[src/rtl/traffic_pkg.sv]
// rtl/traffic_pkg.sv - shared timer state encoding and light phase durations
package traffic_pkg;

   localparam int TLEN_W = 5;

   typedef enum logic [1:0] {
      ST_IDLE  = 2'd0,
      ST_COUNT = 2'd1,
      ST_DONE  = 2'd2
   } timer_state_e;

   // Phase lengths in seconds, shared with the light controller
   localparam logic [TLEN_W-1:0] RED_SECS    = 5'd20;
   localparam logic [TLEN_W-1:0] YELLOW_SECS = 5'd3;
   localparam logic [TLEN_W-1:0] GREEN_SECS  = 5'd15;

endpackage

[src/rtl/phase_timer_if.sv]
// rtl/phase_timer_if.sv - phase timer control/status bundle
// t_pause exists only when PHASE_TIMER_PAUSE_EN is defined.
interface phase_timer_if;
   import traffic_pkg::*;

   logic              t_start;
   logic [TLEN_W-1:0] t_length;
`ifdef PHASE_TIMER_PAUSE_EN
   logic              t_pause;
`endif
   logic              t_flicker;
   logic              t_done;
   logic [TLEN_W-1:0] t_remaining;
   logic              busy;

   modport master (
`ifdef PHASE_TIMER_PAUSE_EN
      output t_pause,
`endif
      output t_start, t_length,
      input  t_flicker, t_done, t_remaining, busy
   );

   modport slave (
`ifdef PHASE_TIMER_PAUSE_EN
      input  t_pause,
`endif
      input  t_start, t_length,
      output t_flicker, t_done, t_remaining, busy
   );

endinterface

[src/rtl/tick_prescaler.sv]
// rtl/tick_prescaler.sv - one-second prescaler, single-cycle tick on counter wrap
module tick_prescaler #(
   parameter int TICKS_PER_SEC = 100,
   parameter int CNT_W         = $clog2(TICKS_PER_SEC)
) (
   input  logic             clk,
   input  logic             reset,
   input  logic             clear,
   input  logic             run,
   output logic             tick,
   output logic [CNT_W-1:0] tick_cnt
);

   localparam logic [CNT_W-1:0] LAST = CNT_W'(TICKS_PER_SEC - 1);

   logic [CNT_W-1:0] cnt_q;
   logic [CNT_W-1:0] cnt_d;

   // clear wins over run; with neither asserted the count holds (pause)
   always_comb begin
      cnt_d = cnt_q;
      if (clear) begin
         cnt_d = '0;
      end else if (run) begin
         cnt_d = (cnt_q == LAST) ? '0 : cnt_q + 1'b1;
      end
   end

   always_ff @(posedge clk or posedge reset) begin
      if (reset) begin
         cnt_q <= '0;
      end else begin
         cnt_q <= cnt_d;
      end
   end

   assign tick     = run && !clear && (cnt_q == LAST);
   assign tick_cnt = cnt_q;

endmodule

[src/rtl/phase_timer.sv]
// rtl/phase_timer.sv - seconds countdown timer with end-of-count flicker
// Optional pause input enabled by PHASE_TIMER_PAUSE_EN.
module phase_timer
   import traffic_pkg::*;
#(
   parameter int                TICKS_PER_SEC = 100,
   parameter logic [TLEN_W-1:0] FLICKER_SECS  = 5'd5
) (
   input  logic         clk,
   input  logic         reset,
   phase_timer_if.slave tif
);

   localparam int               CNT_W = $clog2(TICKS_PER_SEC);
   localparam logic [CNT_W-1:0] HALF  = CNT_W'(TICKS_PER_SEC / 2);

   timer_state_e      state_q, state_d;
   logic [TLEN_W-1:0] sec_q, sec_d;
   logic              done_q, done_d;

   logic             pause;
   logic             run;
   logic             clear;
   logic             tick;
   logic [CNT_W-1:0] tick_cnt;

`ifdef PHASE_TIMER_PAUSE_EN
   assign pause = tif.t_pause;
`else
   assign pause = 1'b0;
`endif

   assign run   = (state_q == ST_COUNT) && !pause;
   assign clear = tif.t_start || (state_q != ST_COUNT);

   tick_prescaler #(
      .TICKS_PER_SEC (TICKS_PER_SEC),
      .CNT_W         (CNT_W)
   ) u_prescaler (
      .clk      (clk),
      .reset    (reset),
      .clear    (clear),
      .run      (run),
      .tick     (tick),
      .tick_cnt (tick_cnt)
   );

   // A restart overrides everything, including an expiry in the same cycle
   always_comb begin
      state_d = state_q;
      sec_d   = sec_q;
      done_d  = done_q;
      if (tif.t_start) begin
         if (tif.t_length == '0) begin
            state_d = ST_DONE;
            sec_d   = '0;
            done_d  = 1'b1;
         end else begin
            state_d = ST_COUNT;
            sec_d   = tif.t_length;
            done_d  = 1'b0;
         end
      end else if (state_q == ST_COUNT && tick) begin
         if (sec_q <= 5'd1) begin
            state_d = ST_DONE;
            sec_d   = '0;
            done_d  = 1'b1;
         end else begin
            sec_d = sec_q - 1'b1;
         end
      end
   end

   always_ff @(posedge clk or posedge reset) begin
      if (reset) begin
         state_q <= ST_IDLE;
         sec_q   <= '0;
         done_q  <= 1'b0;
      end else begin
         state_q <= state_d;
         sec_q   <= sec_d;
         done_q  <= done_d;
      end
   end

   assign tif.busy        = (state_q == ST_COUNT);
   assign tif.t_done      = done_q;
   assign tif.t_remaining = sec_q;
   assign tif.t_flicker   = (state_q == ST_COUNT) && (sec_q <= FLICKER_SECS)
                            && (tick_cnt < HALF);

endmodule
[src/flat_wrapper.sv]
// flat-port wrapper written by rule: the top's interface ports become plain ports
module phase_timer_flat import traffic_pkg::*;
#(
   parameter int                TICKS_PER_SEC = 100,
   parameter logic [TLEN_W-1:0] FLICKER_SECS  = 5'd5
)
  (clk, reset, tif_t_start, tif_t_length, tif_t_flicker, tif_t_done, tif_t_remaining, tif_busy);
  phase_timer_if tif_i ();
  input  logic clk;
  input  logic reset;
  input wire logic [$bits(tif_i.t_start)-1:0] tif_t_start;
  input wire logic [$bits(tif_i.t_length)-1:0] tif_t_length;
  output wire logic [$bits(tif_i.t_flicker)-1:0] tif_t_flicker;
  output wire logic [$bits(tif_i.t_done)-1:0] tif_t_done;
  output wire logic [$bits(tif_i.t_remaining)-1:0] tif_t_remaining;
  output wire logic [$bits(tif_i.busy)-1:0] tif_busy;
  assign tif_i.t_start = tif_t_start;
  assign tif_i.t_length = tif_t_length;
  assign tif_t_flicker = tif_i.t_flicker;
  assign tif_t_done = tif_i.t_done;
  assign tif_t_remaining = tif_i.t_remaining;
  assign tif_busy = tif_i.busy;
  phase_timer #(.TICKS_PER_SEC(TICKS_PER_SEC), .FLICKER_SECS(FLICKER_SECS)) u_core (.clk(clk), .reset(reset), .tif(tif_i));
endmodule
[config.mk]
export PLATFORM = sky130hd
export DESIGN_NAME = phase_timer_flat
export DESIGN_NICKNAME = d
export VERILOG_FILES = /design/src/rtl/traffic_pkg.sv /design/src/rtl/phase_timer_if.sv /design/src/rtl/tick_prescaler.sv /design/src/rtl/phase_timer.sv /design/src/flat_wrapper.sv
export SDC_FILE = /design/constraint.sdc
export NUM_CORES = 1
export LEC_CHECK = 0
export CAP_MARGIN = 20
export CORE_AREA = 2 2 49 42
export DETAILED_ROUTE_END_ITERATION = 12
export DIE_AREA = 0 0 51 44
export GPL_TIMING_DRIVEN = 0
export PLACE_DENSITY = 0.76
export SYNTH_ARGS = -nofsm -noshare
export SYNTH_HDL_FRONTEND = slang
export SYNTH_HIERARCHICAL = 1
export SYNTH_SLANG_ARGS = --single-unit
export TNS_END_PERCENT = 5
[constraint.sdc]
create_clock -name clk -period 7.7 [get_ports clk]
set_input_delay 0.77 -clock clk [delete_from_list [all_inputs] [get_ports clk]]
set_output_delay 0.77 -clock clk [all_outputs]
set_load 0.02 [all_outputs]
==> metrics.yaml <==
start_kind: "register"
fin_crit_sh: 0.402
postCtsSetupBuffers: 0
p_per_area_mw_per_mm2: 159
max_freq_mhz: 323
ys_seq_area_frac: 0.394
setup_ws_ns: 4.61
antenna_found_initial: 0
finalHoldViolCount: 0
cp-end-kind: "output port"
cp_slowest_cell: "nor2b_1"
finalInstanceArea_mm2: 0.00110
synth_xor_area_frac: 0.0197
clk_latency_ns: 0.28
crit_buf_inv: 1
ir_drop_v: 0.000103
synthAdderAreaFrac: 0.0423
vias: 860
cts_tree: "done"
synth_top_family_by_area: "compound AO/OA/AOI/OAI gates"
drt_pre_antenna_iters: 4
post_cts_resized: 0
syn_to_final_growth_pct: 24.4
overflow: 0
root_buffer: "clkbuf_4"
routed.top_layer: "met4"
slowest_delay_ns: 0.66
worstPathMaxFanout: 12
mostFrequentLayoutCells: "clkdlybuf4s50_1, dfrtp_1, nand2_1, a21oi_1, nor2_1"
netlist_area_um2: 888
cts.path.max_buffers: 2
ys_warn_count: 6
syn_nets: 111
cts_buffers: 3
io_buffer_count: 15
setup_viol_count_final: 0
required_ns: 6.93
crit_family: "simple AND/OR/NAND/NOR gates"
wl_met3_um: 156
ys_async_sr_fraction: 1.00
grt_max_degree: 13
netlist-cell-type-count: 42
htreeDepth: 1
drc: 0
syn_area_per_cell_um2: 8.88
final_max_slew_viol_count: 0
finalWeightedCongestion: 0.925
first_global_vias: 734
via_per_inst: 6.01
core_region_area_mm2: 0.00177
synth_top_flop_cell: "dfrtp_1"
start_util: 0.502
placed_area_mm2: 0.00107
period_needed_ns: 3.09
fin_nets: 131
ant_nets: 0
worstPathArrival_ns: 2.32
fin_util: 0.624
clock_sinks: 14
p_leak_nw: 0.442
maxSlewHeadroom: 0.455
num_antenna_cells: 0
wl_met2_um: 905
setup_tns_ns: 0
yosys-mux-area-fraction: 0
grt_first_pass_wirelength_um: 3370
yosys.area_share.simple: 0.245
status: "finished clean"
final_common_cell: "clkdlybuf4s50_1"
ys_ff_latch: 14
fin_skew_ns: 0.000624
synth-edff-count: 0
crit_chain: "nor2b_1, nand3_1, a21oi_1, clkdlybuf4s50_1"
hpwl_um: 1560
drt_iter0_drc: 40
synth-compound-area-share: 0.248
dp_slack_ns: 4.37
crit_type: "register to output port"
min_path_type: "register to register"
wirelength_met1_um: 1010
clk_pin_slew_ns: 0.08
drive_above_1_share: 0.0924
die_w_um: 51
ios: 16
syn_inst: 100
rows: 14
worstMarginPinSlew_ns: 0.815
wirelength_um: 2100
die_h_um: 44
gr-usage-all-layers: 0.208
ctsHoldBuffers: 0
cap_violations: 0
avgRoutedWirePerCell_um: 14.7
dieArea_mm2: 0.00224
rsz0062_at_grt: "false"
-- synthesized netlist by cell type (all sizes together), types with 2 or more instances --
cell | n | area, um^2
a211o | 2 | 18.8
a21oi | 10 | 50.1
dfrtp | 14 | 350
ha | 3 | 37.5
inv | 7 | 26.3
nand2 | 10 | 37.5
nand3 | 2 | 10.0
nand3b | 3 | 22.5
nand4 | 3 | 18.8
nor2 | 7 | 26.3
nor2b | 3 | 18.8
nor3 | 3 | 15.0
nor4 | 2 | 12.5
o21ai | 4 | 20.0
or3 | 2 | 12.5
xor2 | 2 | 17.5
-- state kept, by name, summed over array words and instances, names as in the netlist --
register,cells
u_core/state_q,2
u_core/tif.t_remaining,5
u_core/u_prescaler/tick_cnt,7
-- worst paths after layout --
check	start	end	slack (ns)	depth (start not counted)
min in group asynchronous	reset	u_core/state_q[0]$_DFFE_PP0P_	0.75	2
worst max register to register	u_core/state_q[1]$_DFFE_PP0P_	u_core/tif.t_remaining[3]$_DFFE_PP0P_	4.63	7
worst min-delay path	u_core/u_prescaler/tick_cnt[6]$_DFFE_PP0P_	u_core/u_prescaler/tick_cnt[6]$_DFFE_PP0P_	0.54	1
max in group asynchronous	reset	u_core/u_prescaler/tick_cnt[1]$_DFFE_PP0P_	6.72	2
worst max-delay path	u_core/state_q[1]$_DFFE_PP0P_	tif_t_flicker	4.61	4
worst min register to register	u_core/u_prescaler/tick_cnt[6]$_DFFE_PP0P_	u_core/u_prescaler/tick_cnt[6]$_DFFE_PP0P_	0.54	1
-- layer usage --
layer / global-route usage / vias to the layer above
met3: 0.0621 / 2
li1: - / 414
met4: 0.0649 / 0
met2: 0.301 / 37
met1: 0.297 / 407
met5: 0 / -
-- per-stage QoR --
stage / total power, mW / hold slack (ns) / instances
global placement: 0.123 / 0.497 / 139
global route: 0.185 / 0.559 / 143
finish: 0.176 / 0.540 / 143
detailed placement: 0.124 / 0.527 / 139
floorplan: 0.107 / 0.471 / 100
CTS: 0.177 / 0.539 / 143
-- where the power goes --
group | switching, mW | internal (mW)
logic | 0.0195 | 0.0182
clock network | 0.0242 | 0.0288
registers | 0.00734 | 0.0777
-- kinds of logic after synthesis --
| family | Yosys count |
|---|---|
| AO/OA/AOI/OAI | 31 |
| XOR/XNOR | 2 |
| adder cells (fa/ha/maj) | 3 |
| buffers and inverters | 10 |
| flip-flops | 14 |
| AND/OR/NAND/NOR | 40 |
-- cell type report --
class | count | area (um^2)
Inverter | 7 | 26.3
Buffer | 3 | 18.8
Clock buffer | 4 | 36.3
Multi-Input combinational cell | 76 | 493
Fill cell | 144 | 664
Tap cell | 24 | 30.0
Sequential cell | 14 | 350
Timing Repair Buffer | 15 | 150
-- worst reg2reg max path, delay by kind of cell (launching register included) --
family	cells	cell delay, ns
buf+inv	1	0.37
compound gates	2	0.57
simple gates	4	1.59
flops	1	0.43
Note: power is estimated with default switching activity, not from simulation.
